<file path="src/rtl/store_queue_pkg.sv">
// store_queue_pkg: entry types, funct3 size codes and lane/byte-enable helpers for store_queue.
// Entry field widths fix the 32-bit word / 4-bit ROB tag datapath.
package store_queue_pkg;
  localparam int SQ_WORD_SIZE = 32;
  localparam int SQ_ROB_W = 4;
  localparam int SQ_BE_W = SQ_WORD_SIZE / 8;
  localparam logic [2:0] SQ_SZ_B = 3'b000;
  localparam logic [2:0] SQ_SZ_H = 3'b001;
  localparam logic [2:0] SQ_SZ_W = 3'b010;
  typedef enum logic [1:0] {
    SQ_FREE      = 2'd0,
    SQ_PENDING   = 2'd1,
    SQ_COMMITTED = 2'd2
  } sq_state_e;
  typedef struct packed {
    sq_state_e               state;
    logic [SQ_WORD_SIZE-1:0] addr;
    logic [SQ_WORD_SIZE-1:0] data;
    logic [SQ_BE_W-1:0]      be;
    logic [SQ_ROB_W-1:0]     rob_id;
  } sq_entry_t;
  function automatic logic [SQ_BE_W-1:0] sq_be(input logic [1:0] size, input logic [1:0] off);
    logic [SQ_BE_W-1:0] m;
    m = (size == SQ_SZ_B[1:0]) ? 4'b0001 : (size == SQ_SZ_H[1:0]) ? 4'b0011 : 4'b1111;
    return m << off;
  endfunction
  function automatic logic [SQ_WORD_SIZE-1:0] sq_lane(input logic [SQ_WORD_SIZE-1:0] data, input logic [1:0] off);
    return data << {off, 3'b000};
  endfunction
endpackage

</file>
<file path="src/rtl/sq_fwd_unit.sv">
// sq_fwd_unit: per-byte youngest-match select of queued store bytes for a probing load.
// Walks entries oldest to youngest from head so later matches override earlier ones.
module sq_fwd_unit
  import store_queue_pkg::*;
#(
  parameter int DEPTH = 4
) (
  input  sq_entry_t                 i_q [DEPTH],
  input  logic [$clog2(DEPTH)-1:0]  i_head,
  input  logic [SQ_WORD_SIZE-1:0]   i_addr,
  input  logic [SQ_BE_W-1:0]        i_be,
  output logic [SQ_BE_W-1:0]        o_found,
  output logic [SQ_WORD_SIZE-1:0]   o_data
);
  localparam int PW = $clog2(DEPTH);
  logic w_unused;
  always_comb begin
    o_found = '0;
    o_data = '0;
    w_unused = 1'b0;
    for (int k = 0; k < DEPTH; k++) begin
      w_unused = w_unused ^ (^i_q[k].rob_id);
      for (int b = 0; b < SQ_BE_W; b++)
        if (i_q[i_head + PW'(k)].state != SQ_FREE && i_q[i_head + PW'(k)].addr == i_addr &&
            i_q[i_head + PW'(k)].be[b] && i_be[b]) begin
          o_found[b] = 1'b1;
          o_data[8*b +: 8] = i_q[i_head + PW'(k)].data[8*b +: 8];
        end
    end
  end
endmodule

</file>
<file path="src/rtl/store_queue.sv">
// store_queue: speculative store queue, in-order drain of committed stores to the data cache.
// Define STORE_QUEUE_FWD_EN for byte forwarding; otherwise any overlap stalls the load.
module store_queue
  import store_queue_pkg::*;
#(
  parameter int WORD_SIZE = 32,
  parameter int DEPTH = 4,
  parameter int ROB_ENTRY_WIDTH = 4
) (
  input  logic                         clk,
  input  logic                         rst,
  input  logic                         alloc_valid,
  output logic                         alloc_ready,
  input  logic [WORD_SIZE-1:0]         alloc_addr,
  input  logic [WORD_SIZE-1:0]         alloc_data,
  input  logic [2:0]                   alloc_size,
  input  logic [ROB_ENTRY_WIDTH-1:0]   alloc_rob_id,
  input  logic                         commit_valid,
  input  logic [ROB_ENTRY_WIDTH-1:0]   commit_rob_id,
  input  logic                         flush,
  output logic                         drain_valid,
  input  logic                         drain_ready,
  output logic [WORD_SIZE-1:0]         drain_addr,
  output logic [WORD_SIZE-1:0]         drain_data,
  output logic [WORD_SIZE/8-1:0]       drain_be,
  input  logic                         ld_valid,
  input  logic [WORD_SIZE-1:0]         ld_addr,
  input  logic [2:0]                   ld_size,
  output logic                         ld_fwd_hit,
  output logic [WORD_SIZE-1:0]         ld_fwd_data,
  output logic                         ld_stall,
  output logic [$clog2(DEPTH+1)-1:0]   count,
  output logic                         empty
);
  localparam int PW = $clog2(DEPTH);
  localparam int CW = $clog2(DEPTH+1);
  localparam int BW = WORD_SIZE / 8;
  localparam logic [0:0] D_IDLE = 1'b0;
  localparam logic [0:0] D_BUSY = 1'b1;
  sq_entry_t r_q [DEPTH];
  logic [PW:0] r_head, r_tail;
  logic [CW-1:0] r_count;
  logic [0:0] r_dstate;
  logic [WORD_SIZE-1:0] r_daddr, r_ddata;
  logic [BW-1:0] r_dbe;
  logic [PW-1:0] w_hidx, w_tidx;
  logic [DEPTH-1:0] w_cm;
  logic [CW-1:0] w_ncomm;
  logic w_full, w_push, w_pop, w_unused;
  logic [WORD_SIZE-1:0] w_ldaddr;
  logic [BW-1:0] w_ldbe, w_found;
  assign w_hidx = r_head[PW-1:0];
  assign w_tidx = r_tail[PW-1:0];
  assign w_full = (w_hidx == w_tidx) && (r_head[PW] != r_tail[PW]);
  assign alloc_ready = !w_full;
  assign w_push = alloc_valid && !w_full && !flush;
  assign w_pop = (r_dstate == D_BUSY) && drain_ready;
  assign count = r_count;
  assign empty = (r_count == '0);
  assign drain_valid = (r_dstate == D_BUSY);
  assign drain_addr = r_daddr;
  assign drain_data = r_ddata;
  assign drain_be = r_dbe;
  assign w_unused = ^{alloc_size[2], ld_size[2]};
  // w_ncomm counts entries that are committed once this cycle's commit lands
  always_comb begin
    w_cm = '0;
    w_ncomm = '0;
    for (int i = 0; i < DEPTH; i++) begin
      w_cm[i] = commit_valid && r_q[i].state == SQ_PENDING && r_q[i].rob_id == commit_rob_id;
      w_ncomm = w_ncomm + CW'(w_cm[i] || r_q[i].state == SQ_COMMITTED);
    end
  end
  always_ff @(posedge clk or posedge rst)
    if (rst)
      for (int i = 0; i < DEPTH; i++) r_q[i] <= '0;
    else
      for (int i = 0; i < DEPTH; i++)
        if (w_pop && PW'(i) == w_hidx) r_q[i].state <= SQ_FREE;
        else if (w_cm[i]) r_q[i].state <= SQ_COMMITTED;
        else if (flush && r_q[i].state == SQ_PENDING) r_q[i].state <= SQ_FREE;
        else if (w_push && PW'(i) == w_tidx)
          r_q[i] <= '{SQ_PENDING, {alloc_addr[WORD_SIZE-1:2], 2'b00}, sq_lane(alloc_data, alloc_addr[1:0]),
                      sq_be(alloc_size[1:0], alloc_addr[1:0]), alloc_rob_id};
  // committed entries are contiguous from head, so flush rewinds tail to their end
  always_ff @(posedge clk or posedge rst)
    if (rst) begin
      r_head <= '0;
      r_tail <= '0;
      r_count <= '0;
    end else begin
      r_head <= r_head + (PW+1)'(w_pop);
      r_tail <= flush ? r_head + (PW+1)'(w_ncomm) : r_tail + (PW+1)'(w_push);
      r_count <= (flush ? w_ncomm : r_count + CW'(w_push)) - CW'(w_pop);
    end
  always_ff @(posedge clk or posedge rst)
    if (rst) begin
      r_dstate <= D_IDLE;
      r_daddr <= '0;
      r_ddata <= '0;
      r_dbe <= '0;
    end else if (r_dstate == D_IDLE) begin
      if (r_q[w_hidx].state == SQ_COMMITTED) begin
        r_dstate <= D_BUSY;
        r_daddr <= r_q[w_hidx].addr;
        r_ddata <= r_q[w_hidx].data;
        r_dbe <= r_q[w_hidx].be;
      end
    end else if (drain_ready) r_dstate <= D_IDLE;
  assign w_ldaddr = {ld_addr[WORD_SIZE-1:2], 2'b00};
  assign w_ldbe = ld_valid ? sq_be(ld_size[1:0], ld_addr[1:0]) : '0;
`ifdef STORE_QUEUE_FWD_EN
  logic [WORD_SIZE-1:0] w_fwd_data;
  sq_fwd_unit #(.DEPTH(DEPTH)) u_fwd (
    .i_q(r_q),
    .i_head(w_hidx),
    .i_addr(w_ldaddr),
    .i_be(w_ldbe),
    .o_found(w_found),
    .o_data(w_fwd_data)
  );
  assign ld_fwd_hit = ld_valid && (w_found == w_ldbe);
  assign ld_stall = ld_valid && (|w_found) && (w_found != w_ldbe);
  assign ld_fwd_data = w_fwd_data;
`else
  always_comb begin
    w_found = '0;
    for (int i = 0; i < DEPTH; i++)
      if (r_q[i].state != SQ_FREE && r_q[i].addr == w_ldaddr) w_found = w_found | (r_q[i].be & w_ldbe);
  end
  assign ld_fwd_hit = 1'b0;
  assign ld_stall = ld_valid && (|w_found);
  assign ld_fwd_data = '0;
`endif
endmodule

</file>
<file path="config.mk">
export PLATFORM = sky130hd
export DESIGN_NAME = store_queue
export DESIGN_NICKNAME = d
export VERILOG_FILES = /design/src/rtl/store_queue_pkg.sv /design/src/rtl/sq_fwd_unit.sv /design/src/rtl/store_queue.sv
export SDC_FILE = /design/constraint.sdc
export NUM_CORES = 1
export LEC_CHECK = 0
export ABC_AREA = 1
export CORE_MARGIN = 5
export CORE_UTILIZATION = 56
export DETAILED_ROUTE_END_ITERATION = 12
export PLACE_DENSITY = 0.8
export SLEW_MARGIN = 10
export SYNTH_ARGS = -nofsm -noshare
export SYNTH_HDL_FRONTEND = slang
export SYNTH_HIERARCHICAL = 1
export SYNTH_SLANG_ARGS = --single-unit
</file>
<file path="constraint.sdc">
create_clock -name clk -period 14.7 [get_ports clk]
set_input_delay 2.94 -clock clk [delete_from_list [all_inputs] [get_ports clk]]
set_output_delay 2.94 -clock clk [all_outputs]
set_load 0.005 [all_outputs]
</file>
Word-level counts from Yosys, hierarchy flattened
Index checks and enable logic that the tools add are counted.
- register bits: 366
- bits in latches: 0
- RAM bits: 0
- memory bits (read-only): 0
- input port bits: 117
- word-level logic and storage cells: 174
- memories: 0
- $add $sub $neg: 8
- multipliers: 0
- divide/modulo/power cells: 0
- $lt $le $gt $ge: 1
- eq/ne operators: 27
- shift-type cells: 3
- multiplexer cells: 33
- bitwise operators: 21
- reduce and logical (&&, ||, !) cells: 54
- operators by type and width (operator ; number):
    74-bit 2-to-1 mux ; 6
    74-bit binary-select mux with 2-bit select ; 1
    30-bit == test ; 4
    4-bit 2-to-1 mux ; 9
    32-bit by 5-bit << shifter with 32-bit output ; 1
    1-bit logical AND ; 29
    2-bit 2-to-1 mux ; 12
    4-bit bitwise AND ; 4
    4-bit == test ; 4
    4-bit AND reduction ; 4
    4-bit nonzero test ; 4
    1-bit inverter ; 13
    3-bit by 1-bit adder with 3-bit output ; 4
    2-bit by 1-bit == test with 1-bit output, second input constant ; 6
    4-bit OR ; 3
    2-bit == test, second input constant ; 5
    2-bit == test, first input constant ; 4
    2-bit logical NOT ; 4
    2-bit nonzero test ; 4
    4-bit by 2-bit << shifter with 4-bit output ; 2
    3-bit 2-to-1 mux ; 2
    1-bit by 2-bit == test with 1-bit output, first input constant ; 2
    1-bit logical OR ; 4
    4-bit OR reduction ; 1
    12 further kinds ; 15

Logic depth before layout (Yosys ltp)
Gate-level depths: netlist of the first run.
- word-level depth: 15
- mapped depth: 15
- depth with buffers taken out: 14

Worst setup path after synthesis of the first run
OpenSTA, ideal clock, no wires.
- path type: input-to-output
- start: in ld_addr[7]
- end: out ld_stall
- arrival: 4.045 ns
- setup slack: 7.715 ns
- stages on the path: 15
- buffers on the path: 1
- cell sequence: clkbuf_1 -> inv_1 -> nand2_1 -> nand2_1 -> inv_1 -> nand2_1 -> nor2_1 -> nand2_1 -> nor2_1 -> nand3_1 -> nand2_1 -> nor2_1 -> nor2_1 -> nor2_1 -> nand2_1
- longest elaborated chain between the ends: 11
- elaborated cells between the ends (all ways): 17
- ends and longest elaborated chain (element ; line ; text):
    start, declared ; store_queue.sv:27 ; input logic [WORD_SIZE-1:0] ld_addr,
    30-bit == test ; store_queue.sv:129 ; if (r_q[i].state != SQ_FREE && r_q[i].addr == w_ldaddr) w_found = w_found | (r_q[i].be & w_ldbe);
    1-bit logical AND ; store_queue.sv:129 ;
    4-bit 2-to-1 mux ; store_queue.sv:129 ;
    4-bit OR ; store_queue.sv:129 ;
    4-bit 2-to-1 mux ; store_queue.sv:129 ;
    4-bit OR ; store_queue.sv:129 ;
    4-bit 2-to-1 mux ; store_queue.sv:129 ;
    4-bit OR ; store_queue.sv:129 ;
    4-bit 2-to-1 mux (*) ; store_queue.sv:129 ;
    4-bit OR reduction (*) ; store_queue.sv:132 ; assign ld_stall = ld_valid && (|w_found);
    1-bit logical AND (*) ; store_queue.sv:132 ;
    end, declared ; store_queue.sv:31 ; output logic ld_stall,
Every way passes the cells marked *; elsewhere a longest branch is shown, timed or not.

Worst setup path after layout of the first run
- start: in ld_addr[26]
- end: out ld_stall
The elaborated chain is that of the path after synthesis.

==> results.md, run 1 <==
- Status: complete, no violations
- Worst-Margin Slew: 1.09 ns
- Critical Path Max Stage Delay: 0.52 ns
- Mean area per synthesized cell: 7.74 um2
- Post-synthesis cell count: 2385
- FF-to-FF End: r_q[226]
- # hold bufs at CTS: 0
- Total Power: 4.51 mW
- Rel. slew slack: 27.0%
- Max FO, Critical Path: 4
- Static leakage: 10.3 nW
- Most used cell, CP: nor2_1
- Pins Over Slew Limit: 0
- Pwr dens: 209 mW/mm2
- Die height: 192 um
- Via density: 5.57
- Vias in the first global route: 16300
- Clock Root Buffer: clkbuf_16
- Area leader, netlist: dfrtp_1
- Achievable Freq: ~0.12 GHz
- Largest net degree at the start of global routing: 171
- DR pass1 iterations: 7
- Maximum buffer depth of the clock tree: 3
- Final Skew: approximately 0.024 ns
- Simple-gate share of the synthesized area: between 20% and 30%
- # H-tree levels: 2
- Via Count: between 15000 and 20000
- Core Footprint: roughly 0.033 mm2
- Synth Area in XOR/XNOR: between 2 and 3%
- DRC: 0
- Fin nets: 2641
- Finished Layout Cells: between 2000 and 3000
- Final GP Congestion: 0.966
- Row cnt: 66
- P_sw: 1.78 mW
- Worst-path cell chain: clkdlybuf4s50_1 -> xnor2_1 -> nand2_1 -> nor2_1 -> nand2_1 -> nor2_1 -> nand3_1 -> nand2_1 -> nor2_1 -> nor2_1 -> nor2_1 -> nand2_1 -> clkdlybuf4s50_1
- Flop pwr share: 38.4%
- Initial Util: between 50% and 60%
- FFs w/ async S/R, synth: 100%
- Synth Area in Compound Gates: approximately 15%
- Worst VDD drop: around 0.00014 V
- CP top delay family: simple AND/OR/NAND/NOR gates
- Resized Gates After CTS: 0
- IO Count: 225
- Adder-Cell Fraction of Synth Area: 0.962%
- Final TNS setup: 0 ns
- Top-count cell post-synth: nand2_1
- Iteration-0 DRC Markers: 1482
- CP endpoint kind: output port
- Startpoint types: input pin
- Hold Crit Depth: 2
- Tmin final: 8.51 ns
- Hold crit path type: reg2reg
- P_int: 2.73 mW
- Period Utilization, post-route: 57.9%
- Clk_lat worst skew: 0.54 ns
- Hold EP: r_q[247]
- CTS Sinks: 364
- Hold Path Origin: r_q[247]
- CTS Buf Count: 40
- P&R area growth vs syn: 17.0%
- FF-to-FF Start: r_head[0]
- Post-synthesis cell type count: 36
- Fillers: roughly 2700
- Post-synth top area share: 49.3%
- Initial antenna violation count: 2
- Critical-path top delay cell: clkdlybuf4s50_1
- Die area: roughly 0.037 mm2
- I/O Buffers: 187
- Synth warn: 6
- Worst-path clk slew: 0.06 ns
- Layout cells sized above 1: about 4%
- Sequential area share after synthesis: 49.3%
- Final hold violations: 0
- Post-CTS Setup Inserts: 0
- Reg2reg path depth: 9
- Finish-stage setup viols: 0
- GR Overflow Total: 0
- Final WL: 54300 um
- Mux contribution to synthesized area: less than 1%
- Synth top cells by count: 751 x nand2_1, 364 x dfrtp_1, 302 x inv_1
- First-pass GRT wire length: around 85000 um
- Main combinational cell family by area after synthesis: simple AND/OR/NAND/NOR gates
- Final core occ: 66.4%
- WP data arrival: 5.57 ns
- CP bufs+invs: 2
- Dpl cells: 2911
- DIE WIDTH: around 190 um
- Worst R2R Setup Slack: 10.00 ns
- CP required: between 10 and 15 ns
- Register bit total from synthesis: 364
- Unrepaired setup endpoints after global routing: no
- Combinational Power Share: 39.5%
- Top area cells in the synthesized netlist: dfrtp_1 49%, nand2_1 15%, inv_1 6.1%, o21ai_0 5.3%, o21ai_1 4.4%
- Switching share of power: 39.5%
- Clock power share: between 20% and 30%
- Antenna Nets Post-Route: 0
- WL/cell: 18.2 um
- Post-synth EDFFs: 0
- Top FF cell, synth: dfrtp_1
- Gr usage total: 29.3%
- Maxcap violations: 0
- HPWL Detailed: ~36000 um
- CTS tree: done
- Synth Cell Area: around 0.018 mm2
- Crit Path Category: in2out
metrics by stage:
stage | hold WS [ns] | worst slack, ns | instance area [um2]
after floorplan | 0.442 | 1.66 | 18600
after global placement | 0.454 | 6.24 | 20300
after detailed placement | 0.458 | 6.25 | 20300
after CTS | 0.473 | 6.23 | 21600
after global routing | 0.491 | 6.09 | 21600
final | 0.476 | 6.19 | 21600
flip-flops by register name (all words and copies together) (netlist names):
name	cells
count	3
drain_addr	30
drain_be	4
drain_data	32
drain_valid	1
r_head	3
r_q	288
r_tail	3
cells by family after synthesis:
| kind of cell | Yosys count |
|---|---|
| muxes | 1 |
| AOI/OAI and AO/OA | 523 |
| and+or+nand+nor | 961 |
| other | 1 |
| DFF | 364 |
| buffers and inverters | 463 |
| xor gates and xnor gates | 59 |
| adders and majority gates | 13 |
area by class of cell:
class	instances	area [um2]	area share, %
antenna	1	2.50	0.0116
clock buffer	61	1190	5.51
clock inverter	9	108	0.498
inverter	312	1180	5.46
multi-input combinational	1592	7470	34.6
sequential	364	9110	42.2
tap	442	553	2.56
timing repair buffer	201	1990	9.21
cell usage in the layout, fill, tap and decap left out, types with 15 or more instances in the layout:
master	instances
o21ai_0	195
nand3_1	31
clkdlybuf4s50_1	187
clkbuf_16	41
xnor2_1	50
nand2_1	749
nand4_1	15
a21oi_1	28
nor2_1	144
dfrtp_1	364
o21ai_1	161
conb_1	35
a22oi_1	17
inv_1	301
o22ai_1	107
tightest hold or removal path, delay by kind of cell, from the launching register on:
family           cells  cell delay [ns]
DFF                  1             0.34
and+or+nand+nor      2             0.11
power groups by stage:
stage,combinational (mW),sequential (mW),clock [mW]
floorplan,1.17,1.68,0
global placement,1.69,1.71,0
detailed placement,1.75,1.74,0
CTS,1.77,1.72,1.01
global route,1.98,1.78,1.05
finish,1.78,1.73,0.997
worst max path at each step:
stage                start  endpoint  depth (start not counted)
4_1_cts        ld_addr[26]  ld_stall                         13
2_1_floorplan          rst  count[0]                          1
5_1_grt        ld_addr[27]  ld_stall                         16
3_3_place_gp   ld_addr[26]  ld_stall                         13
3_5_place_dp   ld_addr[26]  ld_stall                         13
6_report       ld_addr[26]  ld_stall                         13
metal layers:
metal / global-route usage (%) / vias to the layer above / routed length, um
met1: 38.0 / 7855 / 21300
li1: - / 7766 / -
met3: 5.42 / 178 / 4680
met4: 13.5 / 2 / 2600
met2: 48.0 / 820 / 25700
met5: 0 / - / 16
No activity file was read; power rests on OpenSTA's default activity.
==> run 2, diff against run 1 <==
- CORE_UTILIZATION: 56 -> 51
- PLACE_DENSITY: 0.8 -> 0.77
- clock period: 14.7 -> 7.4 ns (I/O delays scaled with it)
==> run 2 against run 1 <==
- register-to-register slack got worse by 6.7 ns
- sequential share of layout area fell by 0.26 points
- final area increased by 0.63%
- final cell count increased by 0.70%
- non-clock buffer count is 2 higher
- wire length up 0.68%
- clock skew decreased by 0.0071 ns
- via count fell by 0.52%
- critical endpoint unchanged
- largest power group unchanged
==> results.md, run 2 (synthesis results as in run 1) <==
- Largest register FFs: 288
- Most common cell after layout, fill and taps aside: nand2_1
- Initial antenna violation count: 5
- DR pass1 iterations: 5
- Core Footprint: 0.0357 mm2
- Fin nets: 2642
- Vias in the first global route: 16500
- DIE WIDTH: 200 um
- WL/cell: between 15 and 20 um
- Pins Over Slew Limit: 0
- P&R area growth vs syn: 17.7%
- CTS tree: done
- Static leakage: 10.3 nW
- WP data arrival: 4.13 ns
- Rel. slew slack: a little under a quarter
- M3 GR Usage: 4.59%
- Row cnt: between 60 and 70
- Clk_lat worst skew: 0.53 ns
- Worst VDD drop: 0.000220 V
- Antenna Nets Post-Route: 0
- Multi-input gate area: 0.00747 mm2
- Most crowded layer after global routing: met2
- Gr usage total: 26.9%
- Largest net degree at the start of global routing: 185
- DRC: 0
- # H-tree levels: 2
- Status: complete, no violations
- # hold bufs at CTS: 0
- Resized Gates After CTS: 0
- Worst-Margin Slew: ~1.2 ns
- Crit Path Category: in2out
- GR Layer Usage met2: 44.5%
- CP endpoint kind: output port
- Pwr dens: 417 mW/mm2
- Unrepaired setup endpoints after global routing: no
- CP required: 5.92 ns
- Finish-stage setup viols: 0
- Layout cells sized above 1: 4.17%
- Tmin final: 5.61 ns
- Die height: around 200 um
- Clock Root Buffer: clkbuf_16
- Final Skew: 0.0169 ns
- I/O Buffers: 187
- Max FO, Critical Path: 4
- First-pass GRT wire length: 88200 um
- CTS Buf Count: 39
- Final hold violations: 0
- Final WL: 54600 um
- CTS Sinks: between 300 and 400
- Worst Hold Slack: about 0.48 ns
- Via density: 5.51
- GR Overflow Total: 0
- Worst-path clk slew: about 0.060 ns
- Initial Util: 51.8%
- Commonest non-fill, non-tap cells in the layout: 749 x nand2_1, 364 x dfrtp_1, 301 x inv_1
- Final GP Congestion: 0.908
- IO Count: 225
- Register area: 0.00911 mm2
- Maximum buffer depth of the clock tree: 3
- Startpoint types: input pin
- Met1 GRT Util: 35.4%
- Period Utilization, post-route: between 70 and 80%
- Iteration-0 DRC Markers: around 1500
- Achievable Freq: 0.178 GHz
- Largest Register: r_q
- Die area: 0.0401 mm2
- Post-CTS Setup Inserts: 0
- Maxcap violations: 0
- Final TNS setup: 0 ns
- Via Count: 16500
- HPWL Detailed: 35900 um
- Fillers: between 3000 and 4000
- Hold crit path type: reg2reg
[run 2: path summary, 6_finish.rpt]
path,start,endpoint,slack [ns],depth (start not counted)
max,ld_addr[26],ld_stall,1.79,13
min,r_q[159],r_q[159],0.48,2
max reg2reg,r_head[0],r_q[259],3.35,8
min reg2reg,r_q[159],r_q[159],0.48,2
max in group asynchronous,rst,drain_addr[25],4.43,4
min in group asynchronous,rst,count[0],1.49,3
[run 2: layout make-up]
cell class	count	area share (%)
clock buffer	51	5.12
tap	461	2.65
sequential	364	41.9
timing repair buffer	203	9.28
antenna	3	0.0345
multi-input combinational	1592	34.4
clock inverter	17	1.23
inverter	312	5.41
[run 2: per-stage QoR]
stage	total power, mW	std cells	utilization, %	cell area [um2]	setup WS [ns]
after floorplan	5.66	2419	-	18600	1.04
after CTS	9.07	3000	60.9	21700	1.82
after global routing	9.68	3003	61.0	21700	1.52
final	9.06	3003	61.0	21700	1.79
after global placement	6.78	2932	57.1	20300	1.83
after detailed placement	6.91	2932	57.1	20300	1.84
[run 2: layer usage]
| layer | up-vias | wire length, um |
|---|---|---|
| met5 | - | 27 |
| met3 | 135 | 4230 |
| li1 | 7760 | - |
| met4 | 4 | 2330 |
| met1 | 7934 | 22200 |
| met2 | 702 | 25800 |
[run 2: report_power, final]
part	internal (mW)	switching (mW)	leakage (nW)	total, mW
Combinational	1.33	2.19	5.06	3.51
Sequential	2.92	0.520	4.57	3.44
Clock	1.30	0.808	0.674	2.11
Total	5.55	3.51	10.3	9.06
[run 2: critical path, stage by stage]
cell and delay, ns:
clkdlybuf4s50_1 0.53, xnor2_1 0.40, nand2_1 0.09, nor2_1 0.17, nand2_1 0.09, nor2_1 0.38, nand3_1 0.13, nand2_1 0.10
nor2_1 0.07, nor2_1 0.09, nor2_1 0.04, nand2_1 0.05, clkdlybuf4s50_1 0.49
==> run 3, diff against run 2 <==
- clock period: 7.4 -> 4.8 ns (I/O delays scaled with it)
==> run 3 against run 2 <==
- flip-flop and latch count unchanged
- critical path depth up 1
- highest routed layer unchanged
- wire length up 0.87%
==> results.md, run 3 (synthesis results as in run 1) <==
- Status: complete, no violations
- Die height: around 200 um
- Worst-Margin Slew: 1.05 ns
- CTS Sinks: 364
- Worst-path clk slew: 0.06 ns
- HPWL Detailed: 36400 um
- Maxcap violations: 0
- Fillers: 3105
- Combinational Power Share: 39.1%
- Period Utilization, post-route: 94.4%
- DRC: 0
- Flop pwr share: 38.1%
- Fin nets: around 2600
- Worst Hold Slack: 0.472 ns
- Final GP Congestion: 0.935
- Worst VDD drop: 0.000340 V
- Largest net degree at the start of global routing: between 100 and 150
- CP required: 3.84 ns
- Via density: about 5.5
- Hold Crit Depth: 2
- WL met2: roughly 26000 um
- I/O Buffers: 187
- Resized Gates After CTS: 0
- Largest register FFs: 288
- Finish-stage setup viols: 0
- # hold bufs at CTS: 0
- Row cnt: between 60 and 70
- P_sw: 5.48 mW
- Initial antenna violation count: 5
- Clock Root Buffer: clkbuf_16
- Met3 WL: between 4000 and 5000 um
- Startpoint types: input pin
- Crit Path Category: in2out
- WL/cell: 18.3 um
- Max FO, Critical Path: 5
- Static leakage: 10.3 nW
- Clk_lat worst skew: between 0.5 and 0.6 ns
- DR pass1 iterations: 5
- Maximum buffer depth of the clock tree: 3
- Top Metal Used: met5
- Rel. slew slack: 30.0%
- CTS tree: done
- Pwr dens: 640 mW/mm2
- Unrepaired setup endpoints after global routing: no
- Hold Path Origin: r_q[157]
- IO Count: 225
- # H-tree levels: 2
- Initial Util: 51.8%
- Tmin final: 4.53 ns
- Layout cells sized above 1: 4.40%
- CP endpoint kind: output port
- Core Footprint: 0.0357 mm2
- P&R area growth vs syn: 18.0%
- Pins Over Slew Limit: 0
- DIE WIDTH: 200 um
- P_int: 8.45 mW
- Iteration-0 DRC Markers: around 1500
- Reg2reg path depth: 7
- GR Overflow Total: 0
- Commonest non-fill, non-tap cells in the layout: 749 x nand2_1, 364 x dfrtp_1, 301 x inv_1
- Most common cell after layout, fill and taps aside: nand2_1
- FF-to-FF Start: r_head[0]
- Final Skew: 0.0206 ns
- Critical Path Source: ld_addr[4]
- Worst setup margin: 0.268 ns
- Antenna Nets Post-Route: 0
- Vias in the first global route: 16600
- Final hold violations: 0
- CTS Buf Count: 40
- Post-route cell area: 0.0218 mm2
- Achievable Freq: around 0.22 GHz
- Switching share of power: between 30% and 40%
- Gr usage total: 26.8%
- First-pass GRT wire length: 88000 um
- Met1 Wirelength: 21900 um
- Dpl cell area: just over 0.02 mm2
- Via Count: 16700
- Clock power share: between 20% and 30%
- Post-CTS Setup Inserts: 0
- Largest Register: r_q
- Hold crit path type: reg2reg
- WP data arrival: 3.57 ns
- Dpl ws: 0.338 ns
- Final WL: 55100 um
- Die area: 0.0401 mm2
## run 3: cell types whose count changed in the layout (fill, tap and decap cells not counted), sizes merged
cell	delta
clkbuf	+6
buf	+4
bufinv	-4
clkinv	+2
diode	-1
## run 3: power groups by stage
| stage | Sequential (mW) | Clock (mW) | Combinational [mW] |
|---|---|---|---|
| 2_1_floorplan | 5.14 | 0 | 3.58 |
| 3_3_place_gp | 5.26 | 0 | 5.23 |
| 3_5_place_dp | 5.32 | 0 | 5.38 |
| 4_1_cts | 5.29 | 3.21 | 5.44 |
| 5_1_grt | 5.47 | 3.33 | 6.06 |
| 6_report | 5.31 | 3.16 | 5.45 |
## run 3: stage by stage
stage | setup TNS, ns | instances | total power, mW | utilization (%)
5_1_grt | 0 | 3010 | 14.9 | 61.1
2_1_floorplan | -379.37 | 2419 | 8.72 | -
4_1_cts | 0 | 3008 | 13.9 | 61.1
6_report | 0 | 3010 | 13.9 | 61.1
3_5_place_dp | 0 | 2936 | 10.7 | 57.3
3_3_place_gp | 0 | 2936 | 10.5 | 57.3
## run 3: routing by layer
layer / up-vias / GRT usage, %
met5: - / 0
met4: 6 / 12.0
met3: 164 / 4.69
met2: 835 / 44.2
met1: 7873 / 35.0
li1: 7773 / -
## run 3: worst paths after layout
path,to,slack (ns)
max in group asynchronous,r_q[14],2.94
min in group asynchronous,r_q[73],0.81
setup / recovery,ld_stall,0.27
setup reg to reg,r_q[226],1.66
hold / removal,r_q[157],0.47
hold reg to reg,r_q[157],0.47
## run 3: final cells by class
cell class	instances	area, um2	area share [%]
clock inverter	15	173	0.793
inverter	312	1170	5.39
timing repair buffer	207	2100	9.63
multi-input combinational	1592	7460	34.3
antenna	2	5.00	0.0230
sequential	364	9110	41.8
clock buffer	57	1190	5.45
tap	461	577	2.65
## run 3: critical path, stage by stage
cell and delay, ns:
clkdlybuf4s50_1 0.58, inv_1 0.12, nand2_1 0.08, nand4_1 0.14, nor2_1 0.19, nand2_1 0.10
nor2_1 0.41, nand3_1 0.13, nand2_1 0.10, nor2_1 0.07, nor2_1 0.09, nor2_1 0.05
nand2_1 0.05, clkdlybuf4s50_1 0.50
